### config.mk
export PLATFORM = sky130hd
export DESIGN_NAME = digit_crossing_classifier
export DESIGN_NICKNAME = d
export VERILOG_FILES = /design/src/rtl/digit_crossing_classifier.sv
export SDC_FILE = /design/constraint.sdc
export NUM_CORES = 1
export LEC_CHECK = 0
export ABC_AREA = 1
export CAP_MARGIN = 20
export CORE_UTILIZATION = 50
export CTS_CLUSTER_DIAMETER = 100
export DETAILED_ROUTE_END_ITERATION = 8
export HOLD_SLACK_MARGIN = 0.02
export PLACE_DENSITY = 0.72
export SLEW_MARGIN = 20
export SYNTH_ARGS = -nofsm -noshare
export SYNTH_HDL_FRONTEND = slang
export SYNTH_SLANG_ARGS = --single-unit
### constraint.sdc
create_clock -name tft_vclk -period 6.4 [get_ports tft_vclk]
set_input_delay 1.28 -clock tft_vclk [delete_from_list [all_inputs] [get_ports tft_vclk]]
set_output_delay 1.28 -clock tft_vclk [all_outputs]
set_load 0.05 [all_outputs]
### src/rtl/digit_crossing_classifier.sv
// Probe-line crossing counter and 0-9 digit classifier for the TFT video path.
// Optional DIGIT_ASPECT_EN: boxes narrower than a quarter of their height classify as digit 1.
module digit_crossing_classifier #(
    parameter int unsigned CW           = 12,
    parameter int unsigned CNT_W        = 4,
    parameter int unsigned FRAME_PERIOD = 4,
    parameter int unsigned FRAME_SEL    = 3,
    parameter int unsigned V1_NUM       = 2,
    parameter int unsigned V2_NUM       = 3,
    parameter int unsigned V_DEN        = 5,
    parameter int unsigned H_NUM        = 1,
    parameter int unsigned H_DEN        = 2
) (
    input  logic             tft_vclk,
    input  logic             rst,
    input  logic             tft_vs,
    input  logic             th_flag,
    input  logic [CW-1:0]    hcount,
    input  logic [CW-1:0]    vcount,
    input  logic [CW-1:0]    box_left,
    input  logic [CW-1:0]    box_right,
    input  logic [CW-1:0]    box_top,
    input  logic [CW-1:0]    box_bottom,
    input  logic             box_valid,
    output logic [CNT_W-1:0] x1,
    output logic [CNT_W-1:0] x2,
    output logic [CNT_W-1:0] y,
    output logic             x1_l,
    output logic             x1_r,
    output logic             x2_l,
    output logic             x2_r,
    output logic [3:0]       digit,
    output logic             digit_valid,
    output logic             busy
);
    localparam int unsigned FW = (FRAME_PERIOD > 1) ? $clog2(FRAME_PERIOD) : 1;
    localparam int unsigned PW = CW + 8;
    localparam logic [CNT_W-1:0] K1 = CNT_W'(1);
    localparam logic [CNT_W-1:0] K2 = CNT_W'(2);
    localparam logic [CNT_W-1:0] K3 = CNT_W'(3);

    typedef enum logic [2:0] {StIdle, StLatch1, StLatch2, StScan, StClassify} state_t;
    state_t state_q, state_d;

    logic             vs_q, vs_rise, start;
    logic [FW-1:0]    fcnt_q, fcnt_nxt;
    logic [CW-1:0]    left_q, right_q, top_q, bottom_q;
    logic [PW-1:0]    pv1_q, pv2_q, ph_q;
    logic [CW-1:0]    row1_q, row2_q, colp_q;
    logic [CNT_W-1:0] c1_q, c2_q, cy_q;
    logic             l1_q, r1_q, l2_q, r2_q;
    logic             hprev_q, vprev_q;
    logic             in_row, on_r1, on_r2, on_col, h_rise, v_rise;
`ifdef DIGIT_ASPECT_EN
    logic             thin_q;
`endif

    assign vs_rise  = tft_vs & ~vs_q;
    assign fcnt_nxt = (fcnt_q == FW'(FRAME_PERIOD - 1)) ? '0 : fcnt_q + 1'b1;
    assign start    = vs_rise && (fcnt_nxt == FW'(FRAME_SEL)) && box_valid &&
                      (box_right > box_left) && (box_bottom > box_top);
    assign busy     = (state_q != StIdle);

    function automatic logic [CNT_W-1:0] sat_inc(input logic [CNT_W-1:0] c);
        return (&c) ? c : c + 1'b1;
    endfunction

    // 2, 3 and 5 share counts and are told apart by which side of the column probe is lit
    function automatic logic [3:0] lookup(input logic [CNT_W-1:0] cy, input logic [CNT_W-1:0] c1,
                                          input logic [CNT_W-1:0] c2, input logic l1,
                                          input logic r1, input logic l2, input logic r2);
        logic [3:0] d;
        d = 4'hF;
        if      (cy == K2 && c1 == K2 && c2 == K2)             d = 4'd0;
        else if (cy == K1 && c1 == K1 && c2 == K1)             d = 4'd1;
        else if (cy == K3 && c1 == K1 && c2 == K1 && r1 && l2) d = 4'd2;
        else if (cy == K3 && c1 == K1 && c2 == K1 && r1 && r2) d = 4'd3;
        else if (cy == K2 && c1 == K2 && c2 == K1)             d = 4'd4;
        else if (cy == K3 && c1 == K1 && c2 == K1 && l1 && r2) d = 4'd5;
        else if (cy == K3 && c1 == K1 && c2 == K2)             d = 4'd6;
        else if (cy == K2 && c1 == K1 && c2 == K1)             d = 4'd7;
        else if (cy == K3 && c1 == K2 && c2 == K2)             d = 4'd8;
        else if (cy == K3 && c1 == K2 && c2 == K1)             d = 4'd9;
        return d;
    endfunction

    always_comb begin
        in_row = (hcount >= left_q) && (hcount <= right_q);
        on_r1  = in_row && (vcount == row1_q);
        on_r2  = in_row && (vcount == row2_q);
        on_col = (hcount == colp_q) && (vcount >= top_q) && (vcount <= bottom_q);
        // box edges act as background so foreground touching an edge still counts
        h_rise = th_flag && ((hcount == left_q) || !hprev_q);
        v_rise = th_flag && ((vcount == top_q) || !vprev_q);
    end

    always_comb begin
        state_d = state_q;
        unique case (state_q)
            StIdle:     if (start) state_d = StLatch1;
            StLatch1:   state_d = StLatch2;
            StLatch2:   state_d = StScan;
            StScan:     if (vs_rise) state_d = StClassify;
            StClassify: state_d = StIdle;
            default:    state_d = StIdle;
        endcase
    end

    always_ff @(posedge tft_vclk) begin
        if (rst) begin
            state_q <= StIdle;
            vs_q    <= 1'b0;
            fcnt_q  <= '0;
        end else begin
            state_q <= state_d;
            vs_q    <= tft_vs;
            if (vs_rise) fcnt_q <= fcnt_nxt;
        end
    end

    always_ff @(posedge tft_vclk) begin
        if (rst) begin
            left_q <= '0; right_q <= '0; top_q <= '0; bottom_q <= '0;
            pv1_q <= '0; pv2_q <= '0; ph_q <= '0;
            row1_q <= '0; row2_q <= '0; colp_q <= '0;
            c1_q <= '0; c2_q <= '0; cy_q <= '0;
            l1_q <= 1'b0; r1_q <= 1'b0; l2_q <= 1'b0; r2_q <= 1'b0;
            hprev_q <= 1'b0; vprev_q <= 1'b0;
            x1 <= '0; x2 <= '0; y <= '0;
            x1_l <= 1'b0; x1_r <= 1'b0; x2_l <= 1'b0; x2_r <= 1'b0;
            digit <= 4'hF;
            digit_valid <= 1'b0;
`ifdef DIGIT_ASPECT_EN
            thin_q <= 1'b0;
`endif
        end else begin
            digit_valid <= 1'b0;
            unique case (state_q)
                StIdle: begin
                    if (start) begin
                        left_q   <= box_left;
                        right_q  <= box_right;
                        top_q    <= box_top;
                        bottom_q <= box_bottom;
                    end
                end
                StLatch1: begin
                    pv1_q <= PW'(bottom_q - top_q) * PW'(V1_NUM);
                    pv2_q <= PW'(bottom_q - top_q) * PW'(V2_NUM);
                    ph_q  <= PW'(right_q - left_q) * PW'(H_NUM);
`ifdef DIGIT_ASPECT_EN
                    thin_q <= (PW'(right_q - left_q) * PW'(4)) < PW'(bottom_q - top_q);
`endif
                end
                StLatch2: begin
                    row1_q  <= top_q + CW'(pv1_q / PW'(V_DEN));
                    row2_q  <= top_q + CW'(pv2_q / PW'(V_DEN));
                    colp_q  <= left_q + CW'(ph_q / PW'(H_DEN));
                    c1_q <= '0; c2_q <= '0; cy_q <= '0;
                    l1_q <= 1'b0; r1_q <= 1'b0; l2_q <= 1'b0; r2_q <= 1'b0;
                    hprev_q <= 1'b0; vprev_q <= 1'b0;
                end
                StScan: begin
                    if (on_r1) begin
                        if (h_rise) c1_q <= sat_inc(c1_q);
                        if (th_flag && hcount < colp_q) l1_q <= 1'b1;
                        if (th_flag && hcount > colp_q) r1_q <= 1'b1;
                    end
                    if (on_r2) begin
                        if (h_rise) c2_q <= sat_inc(c2_q);
                        if (th_flag && hcount < colp_q) l2_q <= 1'b1;
                        if (th_flag && hcount > colp_q) r2_q <= 1'b1;
                    end
                    if (on_r1 || on_r2) hprev_q <= th_flag;
                    if (on_col) begin
                        if (v_rise) cy_q <= sat_inc(cy_q);
                        vprev_q <= th_flag;
                    end
                end
                StClassify: begin
                    x1 <= c1_q; x2 <= c2_q; y <= cy_q;
                    x1_l <= l1_q; x1_r <= r1_q; x2_l <= l2_q; x2_r <= r2_q;
`ifdef DIGIT_ASPECT_EN
                    digit <= thin_q ? 4'd1 : lookup(cy_q, c1_q, c2_q, l1_q, r1_q, l2_q, r2_q);
`else
                    digit <= lookup(cy_q, c1_q, c2_q, l1_q, r1_q, l2_q, r2_q);
`endif
                    digit_valid <= 1'b1;
                end
                default: ;
            endcase
        end
    end
endmodule

## Word-level counts from Yosys, hierarchy flattened

Index checks and enable logic that the tools add are counted.

- Bits in registers: 175
- Latch bits: 0
- Bits in writable memories: 0
- Memory bits (read-only): 0
- Bits of input ports: 77
- Output and inout bits: 22
- Word-level logic and storage cells: 178
- Memories kept: 0

- Add/subtract/negate cells: 9
- Multiply operators: 1
- Div/mod/pow operators: 2
- Order comparisons: 8
- Equality and inequality tests: 31
- Shift operators: 0
- Mux-type cells: 41
- Bitwise operators: 2
- Reductions and logical operators: 53

Operators by type and width:

| operator | number |
|---|---|
| $mux W4 | 17 |
| $eq A12 B12 Y1 | 5 |
| $div A20 B3 Y20 const B | 2 |
| $add A12 B12 Y12 | 3 |
| $gt A12 B12 Y1 | 3 |
| $logic_and A1 B1 Y1 | 31 |
| $ne A2 B2 Y1 const B | 13 |
| $sub A12 B12 Y13 | 2 |
| $ge A12 B12 Y1 | 2 |
| $le A12 B12 Y1 | 2 |
| $pmux W4 S2 | 3 |
| $reduce_and A4 Y1 | 6 |
| $eq A4 B2 Y1 const B | 4 |
| $mul A13 B3 Y16 const B | 1 |
| $add A4 B1 Y4 const B | 3 |
| $eq A4 B1 Y1 const B | 3 |
| $lt A12 B12 Y1 | 1 |
| $mux W3 | 4 |
| $pmux W1 S2 | 6 |
| $pmux W3 S4 | 1 |
| $reduce_and A3 Y1 | 4 |
| $mux W1 | 9 |
| $reduce_and A2 Y1 | 4 |
| $eq A3 B2 Y1 const B | 2 |
| 12 further kinds | 16 |

## Longest topological paths before layout

- Word-level depth: 13
- Mapped depth: 81
- Gate-level depth less buffers: 81

## Worst setup path after synthesis

No wires, ideal clock.

- Kind: reg-to-reg
- Start point: register pv1_q[13]
- End point: register row1_q[10]
- Setup time: 0.115 ns
- Arrival time: 6.260 ns
- Path slack: 0.025 ns
- Stages on the path, launching flop included: 68
- Path buffers: 0
- Clock period less this slack: 6.375 ns
- Path through: dfxtp_1 -> inv_2 -> nor2_2 -> inv_2 -> xor2_1 -> xor2_1 -> nand2_1 -> nand2_2 -> nand2_2 -> nand2_2 -> nor2_1 -> inv_1 -> nand2_2 -> o21ai_2 -> nand2_2 -> xor2_2 -> o22ai_4 -> nand2_1 -> [... 32 more ...] -> inv_1 -> fa_1 -> o21ai_0 -> nand2_1 -> inv_1 -> nor2_1 -> o21bai_1 -> nand2_1 -> inv_1 -> nor2_1 -> nor2_1 -> nor2_1 -> nor2_1 -> o21ai_0 -> nand2_1 -> xor2_1 -> o21ai_0 -> inv_1

- Word-level cells in the longest chain between the ends: 2

Ends and longest elaborated chain:

| what | line | text |
|---|---|---|
| start, declared | 48 | `logic [PW-1:0] pv1_q, pv2_q, ph_q;` |
| start signal, assigned | 148 | `pv1_q <= PW'(bottom_q - top_q) * PW'(V1_NUM);` |
| $div A20 B3 Y20 | 156 | `row1_q <= top_q + CW'(pv1_q / PW'(V_DEN));` |
| $add A12 B12 Y12 | 156 |  |
| end signal, assigned | 156 |  |
| end, declared | 49 | `logic [CW-1:0] row1_q, row2_q, colp_q;` |

Every way passes these cells.
A chain may end at the register's enable or synchronous reset.

## Worst setup path after layout

- Start point: register pv2_q[18]
- End point: register row2_q[11]

- Word-level cells in the longest chain between the ends: 2

Ends and longest elaborated chain:

| what | line | text |
|---|---|---|
| start, declared | 48 |  |
| start signal, assigned | 149 | `pv2_q <= PW'(bottom_q - top_q) * PW'(V2_NUM);` |
| $div A20 B3 Y20 | 157 | `row2_q <= top_q + CW'(pv2_q / PW'(V_DEN));` |
| $add A12 B12 Y12 | 157 |  |
| end signal, assigned | 157 |  |
| end, declared | 49 |  |

Every way passes these cells.

==> metrics.yaml <==
outcome:
  run_status: "finished, violations left"
  failed_checks: "negative setup slack"
clock_network:
  cts-htree-levels: 4
  root_buf_cell: "sky130_fd_sc_hd__clkbuf_16"
  cts_inserted_buffers: 17
  clock_slew_at_the_register_clock_pins_of_the_worst_setup_and_hold_paths_ns: 0.08
  numClockSinks: 169
  cts_tree: "built"
  clk_path_buf_depth: 2
  worst_skew_pair.late_latency_ns: 0.45
setup_path:
  end_kind: "register"
  crit_slowest_cell: "sky130_fd_sc_hd__dfxtp_4"
  timing.critical_path.slowest_cell_delay_ns: 0.37
  worst-setup-path-type: "reg2reg"
  worstPathRequired_ns: 6.72
  critPathLaunchType: "register"
  critical_path_peak_fanout: 6
  worst_path_most_repeated_cell: "sky130_fd_sc_hd__nand2_4"
  crit_arrival_ns: 7.38
die:
  dieWidth_um: 165.3
  die_area_mm2: 0.02733
  placementRows: 59
  start_util_pct: 51.02
  core_region_area_mm2: 0.02613
  floorplan.io_pins: 99
  floorplan.die.height_um: 165.3
grt:
  wire_length_of_the_first_global_routing_pass_um: 60460
  gr-total-overflow: 0
  grt_usage_pct: 27.87
  grt_pass1_vias: 12870
  antenna_found_initial: 0
  grt_start_max_net_pins: 107
route:
  wl_um: 38600
  routedWlPerCell_um: 15.61
  first_iter_violations: 730
  route.detailed.drc: 0
  firstDrtPassIters: 7
  routed_via_density: 5.473
  number_of_vias_after_detailed_routing: 13530
  route.antenna.remaining_nets: 0
timing:
  max_slew.worst_pin.slew_ns: 1.124
  setup_slack_ns: -0.6575
  fmax_mhz: 141.7
  period_needed_ns: 7.058
  worst_clock_skew_ns: 0.01747
  final-hold-violation-count: 0
  totalNegativeSetupSlack_ns: -5.663
  timing_max_transition_violations_final: 0
  setup_viol_count_final: 12
  rsz_0062_raised_after_global_routing: "true"
  final_min_period_over_clock_period_pct: 110.3
  timing.max_slew.rel_slack_pct: 25.00
layout:
  finalNonFillerCells: 2472
  post-route-cell-area_mm2: 0.01756
  n_fill_cell: 2108
  antennaDiodeCount: 0
  layout-drive-gt1-share_pct: 22.93
  final_net_count: 2386
  synth_to_final_area_change_pct: 31.73
logic_synthesis:
  synthesized_instance_count: 1870
  postSynth.asyncResetShare_pct: 0
  part_of_the_yosys_area_used_for_sequential_elements_pct: 25.37
  synth-main-ff-cell: "sky130_fd_sc_hd__dfxtp_1"
  synth_seq_cells: 169
  synth_warnings: 0
  synth.distinct_cells: 55
  yosysMostFrequentCell: "sky130_fd_sc_hd__inv_1"
  synth_area_leader_cell: "sky130_fd_sc_hd__dfxtp_1"
  syn_nets: 2132
  synth.avg_cell_area_um2: 7.131
  post_synth_instance_area_mm2: 0.01333
  synth_top_area_share_pct: 25.37
  synthTopCellsByArea: "sky130_fd_sc_hd__dfxtp_1, sky130_fd_sc_hd__ha_1, sky130_fd_sc_hd__inv_1"
  synthTopCellsByCount: "sky130_fd_sc_hd__inv_1, sky130_fd_sc_hd__nand2_1, sky130_fd_sc_hd__a21oi_1, sky130_fd_sc_hd__ha_1, sky130_fd_sc_hd__o21ai_0"
  number_of_enable_type_register_cells_in_the_synthesized_netlist: 0
placement:
  post-place-cells: 2342
  gp_congestion: 0.8752
  post_dp_cell_area_mm2: 0.01520
  place_hpwl_um: 26680
  place_ws_ns: -0.7294
  io_buffers: 98
flow_run:
  maxCapViolCount: 0
worst_hold_path:
  hold_class: "reg2reg"
[registers in the layout, indices dropped and copies added (netlist names), 2 cells and up]
name and cells:
x2 4, row2_q 12, left_q 12, fcnt_q 2
pv2_q 16, cy_q 4, row1_q 12, colp_q 12
c2_q 4, pv1_q 12, state_q 3, digit 4
y 4, c1_q 4, ph_q 12, bottom_q 12
top_q 12, right_q 12, x1 4
[worst max-delay path: cells and delay by family (launching register included)]
kind            cells  cell delay, ns
fa+ha+maj           2            0.41
xor+xnor            1            0.19
buf+inv            15            1.17
compound gates      5            0.69
flops               1            0.37
simple gates       52            4.07
[worst paths after layout]
path                                        startpoint                       to  slack (ns)  cells after the start
worst max-delay path            pv2_q[18]$_SDFFE_PP0P_  row2_q[11]$_SDFFE_PP0P_       -0.66                     75
worst min-delay path            row1_q[0]$_SDFFE_PP0P_   row1_q[0]$_SDFFE_PP0P_        0.48                      2
worst max register to register  pv2_q[18]$_SDFFE_PP0P_  row2_q[11]$_SDFFE_PP0P_       -0.66                     75
worst min register to register  row1_q[0]$_SDFFE_PP0P_   row1_q[0]$_SDFFE_PP0P_        0.48                      2
[placed cells by master (no fill, tap or decap), types with 49 or more instances in the layout]
| cell type | instances |
|---|---|
| sky130_fd_sc_hd__ha_1 | 171 |
| sky130_fd_sc_hd__nand2_4 | 59 |
| sky130_fd_sc_hd__o21ai_0 | 159 |
| sky130_fd_sc_hd__a21oi_1 | 192 |
| sky130_fd_sc_hd__nand2_1 | 191 |
| sky130_fd_sc_hd__nand2_2 | 49 |
| sky130_fd_sc_hd__nor2_1 | 110 |
| sky130_fd_sc_hd__dfxtp_1 | 163 |
| sky130_fd_sc_hd__inv_1 | 274 |
| sky130_fd_sc_hd__buf_4 | 172 |
| sky130_fd_sc_hd__nand3_1 | 78 |
| sky130_fd_sc_hd__clkdlybuf4s50_1 | 97 |
[stage by stage]
stage | hold WS, ns | util, %
finish | 0.4780 | 67.21
global placement | 0.4496 | 58.15
CTS | 0.4796 | 64.43
detailed placement | 0.4605 | 58.15
global route | 0.4921 | 67.21
floorplan | 0.4393 | -
[kinds of logic (layout without fill, tap and decap cells)]
family | Yosys count | in the layout | share of synthesized area (%)
AND/OR/NAND/NOR | 621 | 621 | 22.64
AO/OA/AOI/OAI | 462 | 462 | 19.51
buffers and inverters | 367 | 634 | 10.33
adder cells (fa/ha/maj) | 185 | 185 | 17.70
flip-flops | 169 | 169 | 25.37
XOR/XNOR | 66 | 66 | 4.448
[timing repair]
action	4_1_cts	5_1_grt
setup buffers	80	34
hold buffers	0	0
resized for setup	120	131
pin swaps	79	99
setup endpoints to repair	11	19
[cell type report]
cell class	instances	area (µm²)	share of cell area, %
inverter	323	1232	7.017
sequential	169	3401	19.36
tap	335	419.2	2.386
timing repair buffer	279	2369	13.48
clock buffer	17	425.4	2.422
clock inverter	15	193.9	1.104
multi-input combinational	1334	9524	54.22
[layer usage]
metal / wire length, µm / vias up / share of wire (%) / global-route usage (%)
met5: 0 / - / 0 / 0
met2: 18890 / 342 / 49 / 49.54
met1: 16790 / 6350 / 44 / 34.49
li1: - / 6750 / - / -
met3: 1919 / 87 / 5.0 / 3.746
met4: 997 / 0 / 2.6 / 9.050
Power is not shown: default switching activity piles up to over one toggle a cycle in this logic, so the estimate is an artifact.
